--- src/rtl/uart_rx.sv ---
// UART receiver: 8N1 by default, 8O1 (odd parity) when UART_RX_PARITY_EN is defined.
// Samples each bit at its centre using a baud counter derived from CLK_FREQUENCY/BAUD_RATE.
module uart_rx #(
  parameter int CLK_FREQUENCY = 100_000_000,
  parameter int BAUD_RATE     = 19_200
) (
  input  logic       clk,
  input  logic       rst_n,
  input  logic       din,
  output logic [7:0] dout,
  output logic       busy,
  output logic       data_strobe,
  output logic       rx_error
);

  localparam int BAUD_CLOCKS = CLK_FREQUENCY / BAUD_RATE;
  localparam int HALF_CLOCKS = BAUD_CLOCKS / 2;
  localparam int CNT_W       = (BAUD_CLOCKS > 1) ? $clog2(BAUD_CLOCKS) : 1;

  localparam logic [CNT_W-1:0] BAUD_LAST = CNT_W'(BAUD_CLOCKS - 1);
  localparam logic [CNT_W-1:0] HALF_LAST = CNT_W'((HALF_CLOCKS > 0) ? HALF_CLOCKS - 1 : 0);

  typedef enum logic [2:0] {
    IDLE,
    START,
    DATA,
`ifdef UART_RX_PARITY_EN
    PAR,
`endif
    STOP
  } state_t;

  logic             r_sync1;
  logic             r_sync2;
  logic             w_sdin;

  state_t           r_state;
  state_t           w_state_next;
  logic [CNT_W-1:0] r_baud_cnt;
  logic [CNT_W-1:0] w_baud_cnt_next;
  logic [2:0]       r_bit_idx;
  logic [2:0]       w_bit_idx_next;
  logic [7:0]       r_shift;
  logic [7:0]       w_shift_next;
  logic [7:0]       r_dout;
  logic [7:0]       w_dout_next;
  logic             r_rx_error;
  logic             w_rx_error_next;
  logic             r_strobe;
  logic             w_strobe_next;
`ifdef UART_RX_PARITY_EN
  logic             r_par_err;
  logic             w_par_err_next;
`endif

  logic             w_baud_done;
  logic             w_half_done;

  // Both flops reset high so a reset never looks like a falling start edge.
  always_ff @(posedge clk or negedge rst_n) begin
    if (!rst_n) begin
      r_sync1 <= 1'b1;
      r_sync2 <= 1'b1;
    end else begin
      // NOTE: non-blocking here so r_sync2 takes the old r_sync1, giving two real flop stages.
      r_sync1 <= din;
      r_sync2 <= r_sync1;
    end
  end

  assign w_sdin      = r_sync2;
  assign w_baud_done = (r_baud_cnt == BAUD_LAST);
  assign w_half_done = (r_baud_cnt == HALF_LAST);

  always_comb begin
    // NOTE: every output gets a default first, so no path through the case can infer a latch.
    w_state_next    = r_state;
    w_baud_cnt_next = r_baud_cnt + CNT_W'(1);
    w_bit_idx_next  = r_bit_idx;
    w_shift_next    = r_shift;
    w_dout_next     = r_dout;
    w_rx_error_next = r_rx_error;
    w_strobe_next   = 1'b0;
`ifdef UART_RX_PARITY_EN
    w_par_err_next  = r_par_err;
`endif

    case (r_state)
      IDLE: begin
        w_baud_cnt_next = '0;
        if (!w_sdin) begin
          w_state_next = START;
        end
      end

      START: begin
        if (w_half_done) begin
          w_baud_cnt_next = '0;
          if (w_sdin) begin
            w_state_next = IDLE;
          end else begin
            w_state_next   = DATA;
            w_bit_idx_next = 3'd0;
          end
        end
      end

      DATA: begin
        if (w_baud_done) begin
          w_baud_cnt_next = '0;
          w_shift_next    = {w_sdin, r_shift[7:1]};
          w_bit_idx_next  = r_bit_idx + 3'd1;
          if (r_bit_idx == 3'd7) begin
`ifdef UART_RX_PARITY_EN
            w_state_next = PAR;
`else
            w_state_next = STOP;
`endif
          end
        end
      end

`ifdef UART_RX_PARITY_EN
      PAR: begin
        if (w_baud_done) begin
          w_baud_cnt_next = '0;
          // Odd parity: an even count of ones over data plus parity is an error.
          w_par_err_next  = ~^{r_shift, w_sdin};
          w_state_next    = STOP;
        end
      end
`endif

      STOP: begin
        if (w_baud_done) begin
          w_baud_cnt_next = '0;
          w_dout_next     = r_shift;
`ifdef UART_RX_PARITY_EN
          w_rx_error_next = ~w_sdin | r_par_err;
`else
          w_rx_error_next = ~w_sdin;
`endif
          w_strobe_next   = 1'b1;
          // Leaving at mid-stop-bit leaves half a bit to catch a back-to-back start edge.
          w_state_next    = IDLE;
        end
      end

      default: begin
        w_state_next    = IDLE;
        w_baud_cnt_next = '0;
      end
    endcase
  end

  always_ff @(posedge clk or negedge rst_n) begin
    if (!rst_n) begin
      r_state    <= IDLE;
      r_baud_cnt <= '0;
      r_bit_idx  <= 3'd0;
      r_shift    <= 8'h00;
      r_dout     <= 8'h00;
      r_rx_error <= 1'b0;
      r_strobe   <= 1'b0;
`ifdef UART_RX_PARITY_EN
      r_par_err  <= 1'b0;
`endif
    end else begin
      r_state    <= w_state_next;
      r_baud_cnt <= w_baud_cnt_next;
      r_bit_idx  <= w_bit_idx_next;
      r_shift    <= w_shift_next;
      r_dout     <= w_dout_next;
      r_rx_error <= w_rx_error_next;
      r_strobe   <= w_strobe_next;
`ifdef UART_RX_PARITY_EN
      r_par_err  <= w_par_err_next;
`endif
    end
  end

  assign dout        = r_dout;
  assign rx_error    = r_rx_error;
  assign data_strobe = r_strobe;
  assign busy        = (r_state != IDLE);

endmodule

--- config.mk ---
export PLATFORM = sky130hd
export DESIGN_NAME = uart_rx
export DESIGN_NICKNAME = d
export VERILOG_FILES = /design/src/rtl/uart_rx.sv
export SDC_FILE = /design/constraint.sdc
export NUM_CORES = 1
export LEC_CHECK = 0
export ABC_AREA = 1
export CORE_MARGIN = 2
export CORE_UTILIZATION = 40
export DETAILED_ROUTE_END_ITERATION = 8
export HOLD_SLACK_MARGIN = 0.15
export SYNTH_ARGS = -nofsm -noshare
export SYNTH_HDL_FRONTEND = slang
export SYNTH_SLANG_ARGS = --single-unit
--- constraint.sdc ---
create_clock -name clk -period 1.7 [get_ports clk]
set_input_delay 0.255 -clock clk [delete_from_list [all_inputs] [get_ports clk]]
set_output_delay 0.255 -clock clk [all_outputs]
set_load 0.005 [all_outputs]
==> results.md <==
- Status: finished, final reports clean
- Antenna diodes: 0
- Crit Path Category: flip-flop to flip-flop
- # DRC: 0
- Hold Crit Start: r_sync1
- Root buffer cell: clkbuf_8
- Pre-Repair DR Iteration Count: 5
- Period utilization: 94.11%
- Register share of total power: 49.1%
- Avg Cell Area, Syn: 8.705 µm²
- Core area: 4414 µm²
- DRT iter0 DRCs: 72
- Finished Cell Area: 2176 µm²
- Min-Delay Path Class: flip-flop to flip-flop
- Post-DP Area: 2021 µm²
- RSZ-0062 raised after global routing: yes
- Nets: 238
- Post-synth EDFFs: 0
- Clk sinks: 38
- Critical path startpoint: r_baud_cnt[0]
- Reg area: 953.4 µm²
- Synth top cells by count: 51 x nand2_1, 36 x dfrtp_1, 34 x inv_1, 22 x nor2_1, 16 x o21ai_2
- Seq/Total Area, Yosys: 51.66%
- First-pass GRT wire length: 5934 µm
- Post-detailed-route count of antenna-violating nets: 0
- Multi-input logic area: 737.0 µm²
- Relative slew slack: 68.74%
- Synthesized area: 1846 µm²
- Post-layout instance count excluding filler cells: 285
- Initial antenna violation count: 0
- Setup violations, final: 0
- CTS Buf Count: 5
- Least-Margin Pin Slew: 0.4689 ns
- Top-count cell post-synth: nand2_1
- Placed Instances: 276
- Cell taking the most area after synthesis: dfrtp_1
- Setup crit end kind: flip-flop
- I/O pin total: 14
- Seq cells post-synth: 38
- Syn Inst Count: 212
- Critical Path RT: 1.87 ns
- DIE WIDTH: 71.93 µm
- Die area: 5173 µm²
- Worst-path fanout max: 17
- Final-report max-slew violation count: 0
- Yosys warnings: 0
- Switching part of the total power: 18.82%
- IO Port Bufs: 13
- Fin Clk Skew: 0.005431 ns
- Synth Flop Type: dfrtp_1
- Fraction of registers with async set/reset: 100.0%
- Critical path arrival: 1.77 ns
- H-tree Lvls: 2
- Starting Density: 41.81%
- Yosys top cell area share: 48.81%
- Clk_lat worst skew: 0.29 ns
- Max Buffers Root-to-Sink: 2
- Routed vias: 1335
- CTS tree: yes
- Clk pwr share: 49.5%
- Layout cells sized above 1: 18.45%
- DIE HEIGHT: 71.93 µm
- Min cycle time layout: 1.600 ns
- Post-detail-place hpwl: 2205 µm
- Fmax: 625.0 MHz
- Psw: 348.1 µW
- Startpoint Class: flip-flop
- MaxCap Viol Count: 0
- Hold Vio Cnt, Final: 0
- Pin count of the biggest net entering global routing: 39
- Leakage: 0.001000 µW
- Final WL: 3136 µm
- Vias in the first global route: 1359
- Vias per cell: 4.684
- Pwr dens: 850.2 nW/µm²
- Placer Congestion: 0.8548
- Worst r2r src: r_baud_cnt[0]
- Top post-synthesis cells by area: dfrtp_1 49%, nand2_1 10%, o21ai_2 7.6%
- Combinational power share: 1.4%
- Grt total ovfl: 0
- Syn nets: 218
- Wire per inst: 11.00 µm
- Worst VDD drop: 0.4932 mV
- FP Rows: 24
- Worst-path clk slew: 0.08 ns
- Area Overhead vs Synth: 17.90%
- Internal: 1502 µW
- Overall Global Routing Usage: 15.01%
- # fillers: 412
- Synth cell types: 23
layout by cell type (no fill, tap or decap), types with 2 or more instances in the layout:
master           instances
clkdlybuf4s50_1         11
inv_1                   34
xor2_1                   5
nand3_1                  8
o21ai_0                  8
nand3_2                  4
nor2_1                  22
bufinv_16                2
clkbuf_8                 5
nor2_2                   2
nand4_1                  2
a21oi_1                  2
o21ai_2                 16
dfrtp_1                 36
dfstp_2                  2
nand2_1                 50
nand2_2                  4
ha_1                     3
nor3_2                   2
nor3_1                   4
layout make-up:
cell class / count / share of cell area, %
tap: 52 / 2.990
multi-input combinational: 136 / 33.87
clock buffer: 5 / 3.163
sequential: 38 / 43.82
inverter: 36 / 6.325
clock inverter: 3 / 3.163
timing repair buffer: 15 / 6.670
final timing paths:
| kind | slack [ns] | cells after the start | end |
|---|---|---|---|
| max reg2reg | 0.10 | 6 | dout[4] |
| min | 0.36 | 0 | r_sync2 |
| max in group asynchronous | 0.80 | 3 | r_sync2 |
| min in group asynchronous | 0.53 | 3 | r_baud_cnt[9] |
| min reg2reg | 0.36 | 0 | r_sync2 |
| max | 0.10 | 6 | dout[4] |
repair_timing:
action | 4_1_cts | 5_1_grt
buffers inserted | 0 | 0
resized for setup | 1 | 2
setup endpoints to repair | 1 | 20
hold buffers | 1 | 0
hold endpoints to repair | 36 | 0
state kept, by name, indices dropped and copies added, names as in the netlist:
signal,flops
r_baud_cnt,13
rx_error,1
r_state,2
data_strobe,1
r_shift,8
dout,8
r_sync1,1
r_bit_idx,3
r_sync2,1
worst max-delay path: stages (launching register included):
cell     delay (ns)
dfrtp_1        0.38
ha_1           0.23
nand3_2        0.09
nor3_2         0.26
nand2_2        0.29
nand2_1        0.16
o21ai_2        0.06
logic make-up after synthesis:
family / Yosys count / share of synthesized area (%)
XOR/XNOR: 5 / 2.373
AO/OA/AOI/OAI: 29 / 11.32
AND/OR/NAND/NOR: 99 / 24.07
adder cells (fa/ha/maj): 3 / 2.034
flip-flops: 38 / 51.66
buffers and inverters: 38 / 8.542
power by group through the flow:
stage / Sequential, µW / Clock (µW) / Combinational [µW]
global route: 909 / 989 / 31.2
finish: 909 / 916 / 25.3
global placement: 927 / 0 / 26.1
detailed placement: 927 / 0 / 25.4
CTS: 909 / 942 / 27.4
floorplan: 927 / 0 / 1.95
through the flow:
| step | power (µW) | worst slack [ns] | setup TNS, ns | hold WS, ns | util, % |
|---|---|---|---|---|---|
| 2_1_floorplan | 928.6 | 0.3187 | 0 | -0.04059 | - |
| 3_3_place_gp | 952.7 | 0.08289 | 0 | 0.3379 | 45.78 |
| 3_5_place_dp | 952.1 | 0.09047 | 0 | 0.3318 | 45.78 |
| 4_1_cts | 1878 | 0.01279 | 0 | 0.3567 | 49.18 |
| 5_1_grt | 1930 | -0.04525 | -0.3542 | 0.3624 | 49.29 |
| 6_report | 1850 | 0.1001 | 0 | 0.3583 | 49.29 |
per-layer routing:
layer | routed length (µm) | track usage [%] | up-vias
met5 | 0 | 0 | -
li1 | - | - | 699
met1 | 1540 | 19.38 | 607
met3 | 111 | 5.000 | 2
met2 | 1443 | 22.94 | 27
met4 | 40 | 6.918 | 0
Power figures use the tool's default switching activity.
